**config.mk**
```make
export PLATFORM = sky130hd
export DESIGN_NAME = ysyx_23060111_mem_arbiter
export DESIGN_NICKNAME = d
export VERILOG_FILES = /design/src/rtl/ysyx_23060111_bus_pkg.sv /design/src/rtl/ysyx_23060111_rr_arb2.sv /design/src/rtl/ysyx_23060111_mem_arbiter.sv
export SDC_FILE = /design/constraint.sdc
export NUM_CORES = 1
export LEC_CHECK = 0
export ABC_AREA = 1
export ABC_CLOCK_PERIOD_IN_PS = 4200
export BUFFER_PORTS_ARGS = -buffer_cell sky130_fd_sc_hd__buf_4
export CORE_UTILIZATION = 35
export DETAILED_ROUTE_END_ITERATION = 8
export HOLD_SLACK_MARGIN = 0.08
export PLACE_DENSITY = 0.78
export SLEW_MARGIN = 10
export SYNTH_ARGS = -nofsm -noshare
export SYNTH_HDL_FRONTEND = slang
export SYNTH_SLANG_ARGS = --single-unit
export TNS_END_PERCENT = 1
```
**constraint.sdc**
```tcl
create_clock -name clk -period 4.2 [get_ports clk]
set_clock_uncertainty 0.1 [all_clocks]
set_input_delay 0.63 -clock clk [delete_from_list [all_inputs] [get_ports clk]]
set_output_delay 0.63 -clock clk [all_outputs]
set_load 0.01 [all_outputs]
```
**src/rtl/ysyx_23060111_bus_pkg.sv**
```systemverilog
// Shared definitions for the memory arbiter slice: FSM state encoding,
// requester (owner) encoding and default bus widths.
package ysyx_23060111_bus_pkg;

  localparam int unsigned ADDR_W_DEF = 32;
  localparam int unsigned DATA_W_DEF = 32;

  typedef enum logic [1:0] {
    IDLE = 2'd0,
    REQ  = 2'd1,
    WAIT = 2'd2
  } arb_state_e;

  typedef enum logic {
    OWN_IF = 1'b0,
    OWN_LS = 1'b1
  } owner_e;

endpackage

```
**src/rtl/ysyx_23060111_rr_arb2.sv**
```systemverilog
// Two-way combinational round-robin selector.
// Ports:
//   if_valid, ls_valid : request valids from IFU / LSU
//   last_grant         : owner of the most recently completed transaction
//   grant              : one-hot grant, bit 0 = IFU, bit 1 = LSU
module ysyx_23060111_rr_arb2
  import ysyx_23060111_bus_pkg::*;
(
  input  logic       if_valid,
  input  logic       ls_valid,
  input  owner_e     last_grant,
  output logic [1:0] grant
);

  // On a tie the requester that was not served last wins.
  always_comb begin
    grant = 2'b00;
    if (if_valid && ls_valid) begin
      grant = (last_grant == OWN_IF) ? 2'b10 : 2'b01;
    end else if (ls_valid) begin
      grant = 2'b10;
    end else if (if_valid) begin
      grant = 2'b01;
    end
  end

endmodule

```
**src/rtl/ysyx_23060111_mem_arbiter.sv**
```systemverilog
// Memory port arbiter between the IFU (read-only) and the LSU (read/write).
// One outstanding transaction at a time, round-robin grant on ties, and an
// error response when memory stays silent for TIMEOUT cycles in WAIT.
// Ports:
//   clk, rst                      : clock, asynchronous active-high reset
//   if_req_* / if_addr            : IFU request; if_req_ready pulses on grant
//   if_resp_valid/rdata/err       : IFU response (same cycle as memory response)
//   ls_req_* / ls_addr/wen/wdata/wmask : LSU request
//   ls_resp_valid/rdata/err       : LSU response (rdata 0 for writes)
//   m_req_valid/ready, m_addr/wen/wdata/wmask : request channel to memory
//   m_resp_valid, m_rdata         : response channel from memory
module ysyx_23060111_mem_arbiter
  import ysyx_23060111_bus_pkg::*;
#(
  parameter int unsigned ADDR_W  = ADDR_W_DEF,
  parameter int unsigned DATA_W  = DATA_W_DEF,
  parameter int unsigned TIMEOUT = 255
) (
  input  logic                clk,
  input  logic                rst,
  input  logic                if_req_valid,
  output logic                if_req_ready,
  input  logic [ADDR_W-1:0]   if_addr,
  output logic                if_resp_valid,
  output logic [DATA_W-1:0]   if_rdata,
  output logic                if_resp_err,
  input  logic                ls_req_valid,
  output logic                ls_req_ready,
  input  logic [ADDR_W-1:0]   ls_addr,
  input  logic                ls_wen,
  input  logic [DATA_W-1:0]   ls_wdata,
  input  logic [DATA_W/8-1:0] ls_wmask,
  output logic                ls_resp_valid,
  output logic [DATA_W-1:0]   ls_rdata,
  output logic                ls_resp_err,
  output logic                m_req_valid,
  input  logic                m_req_ready,
  output logic [ADDR_W-1:0]   m_addr,
  output logic                m_wen,
  output logic [DATA_W-1:0]   m_wdata,
  output logic [DATA_W/8-1:0] m_wmask,
  input  logic                m_resp_valid,
  input  logic [DATA_W-1:0]   m_rdata
);

  localparam int unsigned MASK_W = DATA_W / 8;
  localparam int unsigned CNT_W  = $clog2(TIMEOUT + 1);

  arb_state_e         state_q, state_d;
  owner_e             owner_q, owner_d;
  owner_e             last_grant_q, last_grant_d;
  logic [CNT_W-1:0]   cnt_q, cnt_d;
  logic [ADDR_W-1:0]  m_addr_d;
  logic               m_wen_d;
  logic [DATA_W-1:0]  m_wdata_d;
  logic [MASK_W-1:0]  m_wmask_d;
  logic [1:0]         grant;
  logic               done;
  logic               err;
  logic [DATA_W-1:0]  resp_data;

  ysyx_23060111_rr_arb2 u_rr_arb2 (
    .if_valid   (if_req_valid),
    .ls_valid   (ls_req_valid),
    .last_grant (last_grant_q),
    .grant      (grant)
  );

  // State and latched request registers.
  always_ff @(posedge clk or posedge rst) begin
    if (rst) begin
      state_q      <= IDLE;
      owner_q      <= OWN_IF;
      last_grant_q <= OWN_IF;
      cnt_q        <= '0;
      m_addr       <= '0;
      m_wen        <= 1'b0;
      m_wdata      <= '0;
      m_wmask      <= '0;
    end else begin
      state_q      <= state_d;
      owner_q      <= owner_d;
      last_grant_q <= last_grant_d;
      cnt_q        <= cnt_d;
      m_addr       <= m_addr_d;
      m_wen        <= m_wen_d;
      m_wdata      <= m_wdata_d;
      m_wmask      <= m_wmask_d;
    end
  end

  // Next state, grant handshake and response generation.
  always_comb begin
    state_d      = state_q;
    owner_d      = owner_q;
    last_grant_d = last_grant_q;
    cnt_d        = cnt_q;
    m_addr_d     = m_addr;
    m_wen_d      = m_wen;
    m_wdata_d    = m_wdata;
    m_wmask_d    = m_wmask;
    if_req_ready = 1'b0;
    ls_req_ready = 1'b0;
    m_req_valid  = 1'b0;
    done         = 1'b0;
    err          = 1'b0;

    case (state_q)
      IDLE: begin
        // Gated by rst so no ready is shown while reset is held.
        if (!rst && grant != 2'b00) begin
          state_d = REQ;
          if (grant[1]) begin
            ls_req_ready = 1'b1;
            owner_d      = OWN_LS;
            m_addr_d     = ls_addr;
            m_wen_d      = ls_wen;
            m_wdata_d    = ls_wdata;
            m_wmask_d    = ls_wmask;
          end else begin
            if_req_ready = 1'b1;
            owner_d      = OWN_IF;
            m_addr_d     = if_addr;
            m_wen_d      = 1'b0;
            m_wdata_d    = '0;
            m_wmask_d    = '0;
          end
        end
      end
      REQ: begin
        m_req_valid = 1'b1;
        if (m_req_ready) begin
          state_d = WAIT;
          cnt_d   = '0;
        end
      end
      WAIT: begin
        // A real response beats the timeout when both land together.
        if (m_resp_valid) begin
          done = 1'b1;
        end else if (cnt_q == CNT_W'(TIMEOUT)) begin
          done = 1'b1;
          err  = 1'b1;
        end else begin
          cnt_d = cnt_q + CNT_W'(1);
        end
        if (done) begin
          state_d      = IDLE;
          last_grant_d = owner_q;
        end
      end
      default: state_d = IDLE;
    endcase
  end

  // Response routing; read data passes straight through from memory.
  assign resp_data     = (done && !err && !m_wen) ? m_rdata : '0;
  assign if_resp_valid = done && (owner_q == OWN_IF);
  assign ls_resp_valid = done && (owner_q == OWN_LS);
  assign if_resp_err   = err && (owner_q == OWN_IF);
  assign ls_resp_err   = err && (owner_q == OWN_LS);
  assign if_rdata      = if_resp_valid ? resp_data : '0;
  assign ls_rdata      = ls_resp_valid ? resp_data : '0;

endmodule

```
# ---- Yosys cells after proc, flatten, opt, wreduce, memory -nomap -nowiden
# Cells that the tools add are included.
dict set report totals {
  out_inout_bits 140
  ff_bits 81
  wordCells 68
  input_bits 139
}
dict set report classes {
  n_reduce_logical 18
  addsub 1
  eq_ne 8
  mux 32
  bitwise_logic 1
}
# operator count
set op_table {}
lappend op_table {{two-way mux 32 bit} 5}
lappend op_table {{two-way mux 8 bit} 3}
lappend op_table {{one-hot mux 8 bit (2 select lines)} 1}
lappend op_table {{two-way mux 1 bit} 15}
lappend op_table {{two-way mux 2 bit} 6}
lappend op_table {{!= test 2 bit, second input constant} 5}
lappend op_table {{adder 8 x 1 -> 8 bit, second input constant} 1}
lappend op_table {{equality test 8 bit, second input constant} 1}
lappend op_table {{logical AND 1 bit} 8}
lappend op_table {{one-hot mux 2 bit (3 select lines)} 1}
lappend op_table {{two-way mux 4 bit} 1}
lappend op_table {{AND reduction 2 bit} 2}
lappend op_table {{AND reduction 4 bit} 1}
lappend op_table {{nonzero test 2 bit} 2}
lappend op_table {{logical NOT 1 bit} 3}
lappend op_table {{AND reduction 3 bit} 1}
lappend op_table {{equality test 2 x 1 -> 1 bit, second input constant} 1}
lappend op_table {{equality test 2 bit, second input constant} 1}
lappend op_table {{logical NOT 2 bit} 1}
lappend op_table {{NOT 1 bit} 1}

# ---- Longest topological paths before layout
dict set report logic_depth {
  ltp_word 9
  mapped_depth 9
}

# ---- Cells and area by module
# From an unflattened synthesis, not the netlist that was laid out.
dict set report unflattened {
  cells_unflattened 592
  area_unflattened_um2 4473.0
}
# mod n_inst cells_each seq_area_each_um2 area_each_um2
set modules_own_cells {}
lappend modules_own_cells {ysyx_23060111_mem_arbiter 1 587 2026.9 4453.0}
lappend modules_own_cells {ysyx_23060111_rr_arb2 1 5 0.0 20.0}

# ---- Least setup slack after synthesis
# Ideal clock, no wire load.
dict set report synth_timing {
  path_type {input to output}
  start {in rst}
  end {out if_req_ready}
  slack_ns -0.067
  stages 6
  arrival_time_ns 3.537
  n_path_buf 1
  cell_sequence {inv_1 -> o21ai_0 -> nor2_4 -> inv_2 -> buf_2 -> nor2_1}
}
dict set report synth_between {
  elab_chain_cells 4
}
# element line
set synth_rtl {}
lappend synth_rtl {{start, declared} ysyx_23060111_mem_arbiter.sv:20} ;# input logic rst,
lappend synth_rtl {{logical NOT 1 bit} ysyx_23060111_mem_arbiter.sv:111} ;# if (!rst && grant != 2'b00) begin
lappend synth_rtl {{logical AND 1 bit} ysyx_23060111_mem_arbiter.sv:111}
lappend synth_rtl {{two-way mux 1 bit} ysyx_23060111_mem_arbiter.sv:111}
lappend synth_rtl {{two-way mux 1 bit} ysyx_23060111_mem_arbiter.sv:108} ;# case (state_q)
lappend synth_rtl {{end, declared} ysyx_23060111_mem_arbiter.sv:22} ;# output logic if_req_ready,
# Every way passes these cells.

# ---- Worst setup path after layout
dict set report layout_timing {
  start {reg owner_q}
  end {out if_rdata[18]}
}
dict set report layout_between {
  elab_chain_cells 3
}
# element line
set layout_rtl {}
lappend layout_rtl {{start, declared} ysyx_23060111_mem_arbiter.sv:50} ;# owner_e owner_q, owner_d;
lappend layout_rtl {{start signal, assigned} ysyx_23060111_mem_arbiter.sv:82} ;# owner_q <= owner_d;
lappend layout_rtl {{NOT 1 bit} ysyx_23060111_mem_arbiter.sv:158} ;# assign if_resp_valid = done && (owner_q == OWN_IF);
lappend layout_rtl {{logical AND 1 bit} ysyx_23060111_mem_arbiter.sv:158}
lappend layout_rtl {{two-way mux 32 bit} ysyx_23060111_mem_arbiter.sv:162} ;# assign if_rdata = if_resp_valid ? resp_data : '0;
lappend layout_rtl {{end, declared} ysyx_23060111_mem_arbiter.sv:25} ;# output logic [DATA_W-1:0] if_rdata,
# Every way passes these cells.

==> impl_metrics.csv <==
group,metric,value,unit
die,dieArea,13000,µm²
global_route,antenna_found_initial,0,
clock_network,htreeDepth,3,
worst_hold_path,min_path_type,"input pin to asynchronous set/reset pin",
placement,gp_congestion,0.785,
clock_network,cts_tree,"done",
critical_path,max_stage_delay,880,ps
synthesis,synth_warnings,0,
clock_network,cts.clk_slew.worst_paths,70,ps
critical_path,critical-path-top-delay-family,"buffers and inverters",
synthesis,yosysSeqAreaShare,0.461,
sta,relSlewSlack,0.338,
sta,rsz0062_at_grt,"false",
die,fp.coreArea,12100,µm²
sta,fin_crit,3220,ps
detailed_routing,route.detailed.drc,0,
sta,slew_viol_final,0,
global_route,met3_usage,0.0476,
clock_network,clk_path_buf_depth,2,
clock_network,clkSinkCount,81,
sta,fin_crit_sh,0.767,
detailed_routing,wl_per_cell,13.5,µm
layout,final_area,6890,µm²
global_route,grt_remaining_overflow,0,
detailed_routing,final_antenna_net_count,0,
clock_network,post-cts-setup-buffers,0,
synthesis,synth_area_leader_cell,"dfrtp_1",
power_and_ir_drop,p_leak,0.00437,µW
sta,max_freq,0.310,GHz
clock_network,cts_root_buffer,"clkbuf_16",
power_and_ir_drop,p_per_area,548,nW/µm²
layout,layout.nets,1039,
clock_network,cts-resized-gates,0,
layout,diodes,0,
synthesis,synth_top_area_frac,0.461,
critical_path,path_class,"flop to output port",
job,maxCapViolCount,0,
power_and_ir_drop,total_power,3770,µW
sta,finalSetupViolCount,0,
critical_path,slowest_stage,"clkinv_1",
layout,areaGrowthSynthToFinish,56.7,%
critical_path,end_kind,"output port",
layout,n_fill_cell,1167,
clock_network,cts_buffers,9,
die,ios,279,
outcome,outcome,"complete, no violations",
synthesis,syn-num-nets,782,
layout,drive_above_1_share,0.344,
critical_path,cpMostUsedCell,"buf_4",
critical_path,required,3470,ps
layout,multi_input_area,1890,µm²
placement,dp_hpwl,10.4,mm
synthesis,syn_area,4400,µm²
global_route,grt_pass1_wl,22.6,mm
die,rows,40,
detailed_routing,via_count,4914,
power_and_ir_drop,ir_drop,315,µV
critical_path,cp_max_fo,36,
synthesis,avgSynthCellArea,6.85,µm²
die,initial_core_util,0.363,
detailed_routing,totalWireLength,14.5,mm
critical_path,worstSetupStartpointType,"flop",
synthesis,ys_ff_latch,81,
die,die_h,114,µm
detailed_routing,avgViaCountPerCell,4.58,
synthesis,synth_cell_types,21,
critical_path,critical_path_buf_inv_count,4,
global_route,grt_max_degree,70,
sta,tightest_slew,987,ps
placement,port_buffers,278,
clock_network,clkLatencyLatePin,330,ps
critical_path,path_cells,"buf_4 > clkinv_1 > nand4_1 > inv_1 > buf_4",
sta,tns,0,ps
detailed_routing,drtIter0Drc,291,
layout,ff_latch_area,2030,µm²
clock_network,hold_buffers,0,
die,die_x,114,µm
synthesis,synthCells,642,
global_route,grt.total_usage,0.220,
global_route,grt-busiest-layer,"met2",
global_route,grt_pass1_vias,4500,
detailed_routing,drtPass1Iterations,4,
sta,finalHoldViolCount,0,
synthesis,synth.area.top_cells,"dfrtp_1 (46%), nand2_1 (28%), nand4_1 (9.1%)",
critical_path,arrival,2490,ps
placement,placed_area,6580,µm²
global_route,globalRouteMet2Util,0.362,
global_route,grtUsageMet1,0.286,
-- path summary, 6_finish.rpt --
path	cells after the start	startpoint	slack, ps	end
hold / removal	3	rst	370	m_wdata[0]
setup / recovery	5	owner_q	980	if_rdata[18]
hold reg to reg	2	m_addr[1]	380	m_addr[1]
setup reg to reg	7	state_q[1]	1830	m_wdata[19]
max in group asynchronous	4	rst	2710	m_wdata[30]
min in group clk	2	m_req_ready	380	state_q[0]
-- where the power goes --
part	internal [µW]	total, µW	switching (µW)	leakage (µW)
Clock	472	813	341	0.000150
Sequential	1100	1280	174	0.00105
Combinational	718	1680	966	0.00317
Total	2290	3770	1480	0.00437
-- metal layers --
metal / up-vias / share of wire / wire length [µm]
met2: 169 / 0.49 / 7120
li1: 2501 / - / -
met4: 0 / 0.023 / 328
met1: 2218 / 0.42 / 6140
met5: - / 0 / 0
met3: 26 / 0.063 / 913
-- worst min-delay path: cells and delay by family --
kind                   cells  cell delay, ps
buffers and inverters      3             630
-- area by class of cell --
type,count,area share
Clock buffer,9,0.0327
Clock inverter,7,0.0120
Inverter,78,0.0430
Multi-Input combinational cell,442,0.275
Sequential cell,81,0.294
Tap cell,168,0.0305
Timing Repair Buffer,287,0.313
-- state kept, by name, summed over array words and instances (netlist names) --
signal        cells
m_wmask           4
owner_q           1
state_q           2
m_addr           32
cnt_q             8
m_wen             1
m_wdata          32
last_grant_q      1
-- cells by family after synthesis --
family / count (synthesis) / share of synthesized area
buf+inv: 119 / 0.110
simple gates: 431 / 0.413
fa+ha+maj: 1 / 0.00285
xor+xnor: 1 / 0.00199
compound gates: 9 / 0.0108
flops: 81 / 0.461
-- stage by stage --
stage | hold slack [ps] | std cells | utilization | worst slack [ps]
2_1_floorplan | 350 | 642 | - | 831
3_3_place_gp | 363 | 1056 | 0.543 | 1400
3_5_place_dp | 366 | 1056 | 0.543 | 1360
4_1_cts | 370 | 1072 | 0.569 | 997
5_1_grt | 370 | 1072 | 0.569 | 764
6_report | 370 | 1072 | 0.569 | 978
-- layout by cell type, fill, tap and decap left out --
cell type / n
inv_8: 2
inv_6: 2
clkbuf_16: 9
clkinv_2: 1
inv_2: 3
nor2_1: 18
nor2_4: 2
o21ai_0: 8
xor2_1: 1
or2_1: 1
clkinvlp_4: 2
inv_1: 73
nand4_1: 64
nand2_2: 2
dfrtp_1: 81
o31ai_1: 1
nand2_1: 328
buf_4: 287
ha_1: 1
nor3b_1: 1
bufinv_16: 1
nand3_1: 14
clkinv_1: 1
nand3b_1: 1
-- cell usage after synthesis --
master	n
nor2_4	1
inv_2	3
o31ai_1	1
inv_1	74
nor2_1	19
nor3b_1	1
o21ai_0	8
clkinv_1	1
nand4_1	64
xor2_1	1
or2_1	1
clkbuf_1	26
nand3b_1	1
buf_2	11
dfrtp_1	81
buf_6	3
nand2_1	328
nand2_2	2
buf_1	1
ha_1	1
nand3_1	14
(Power assumes the default switching activity.)
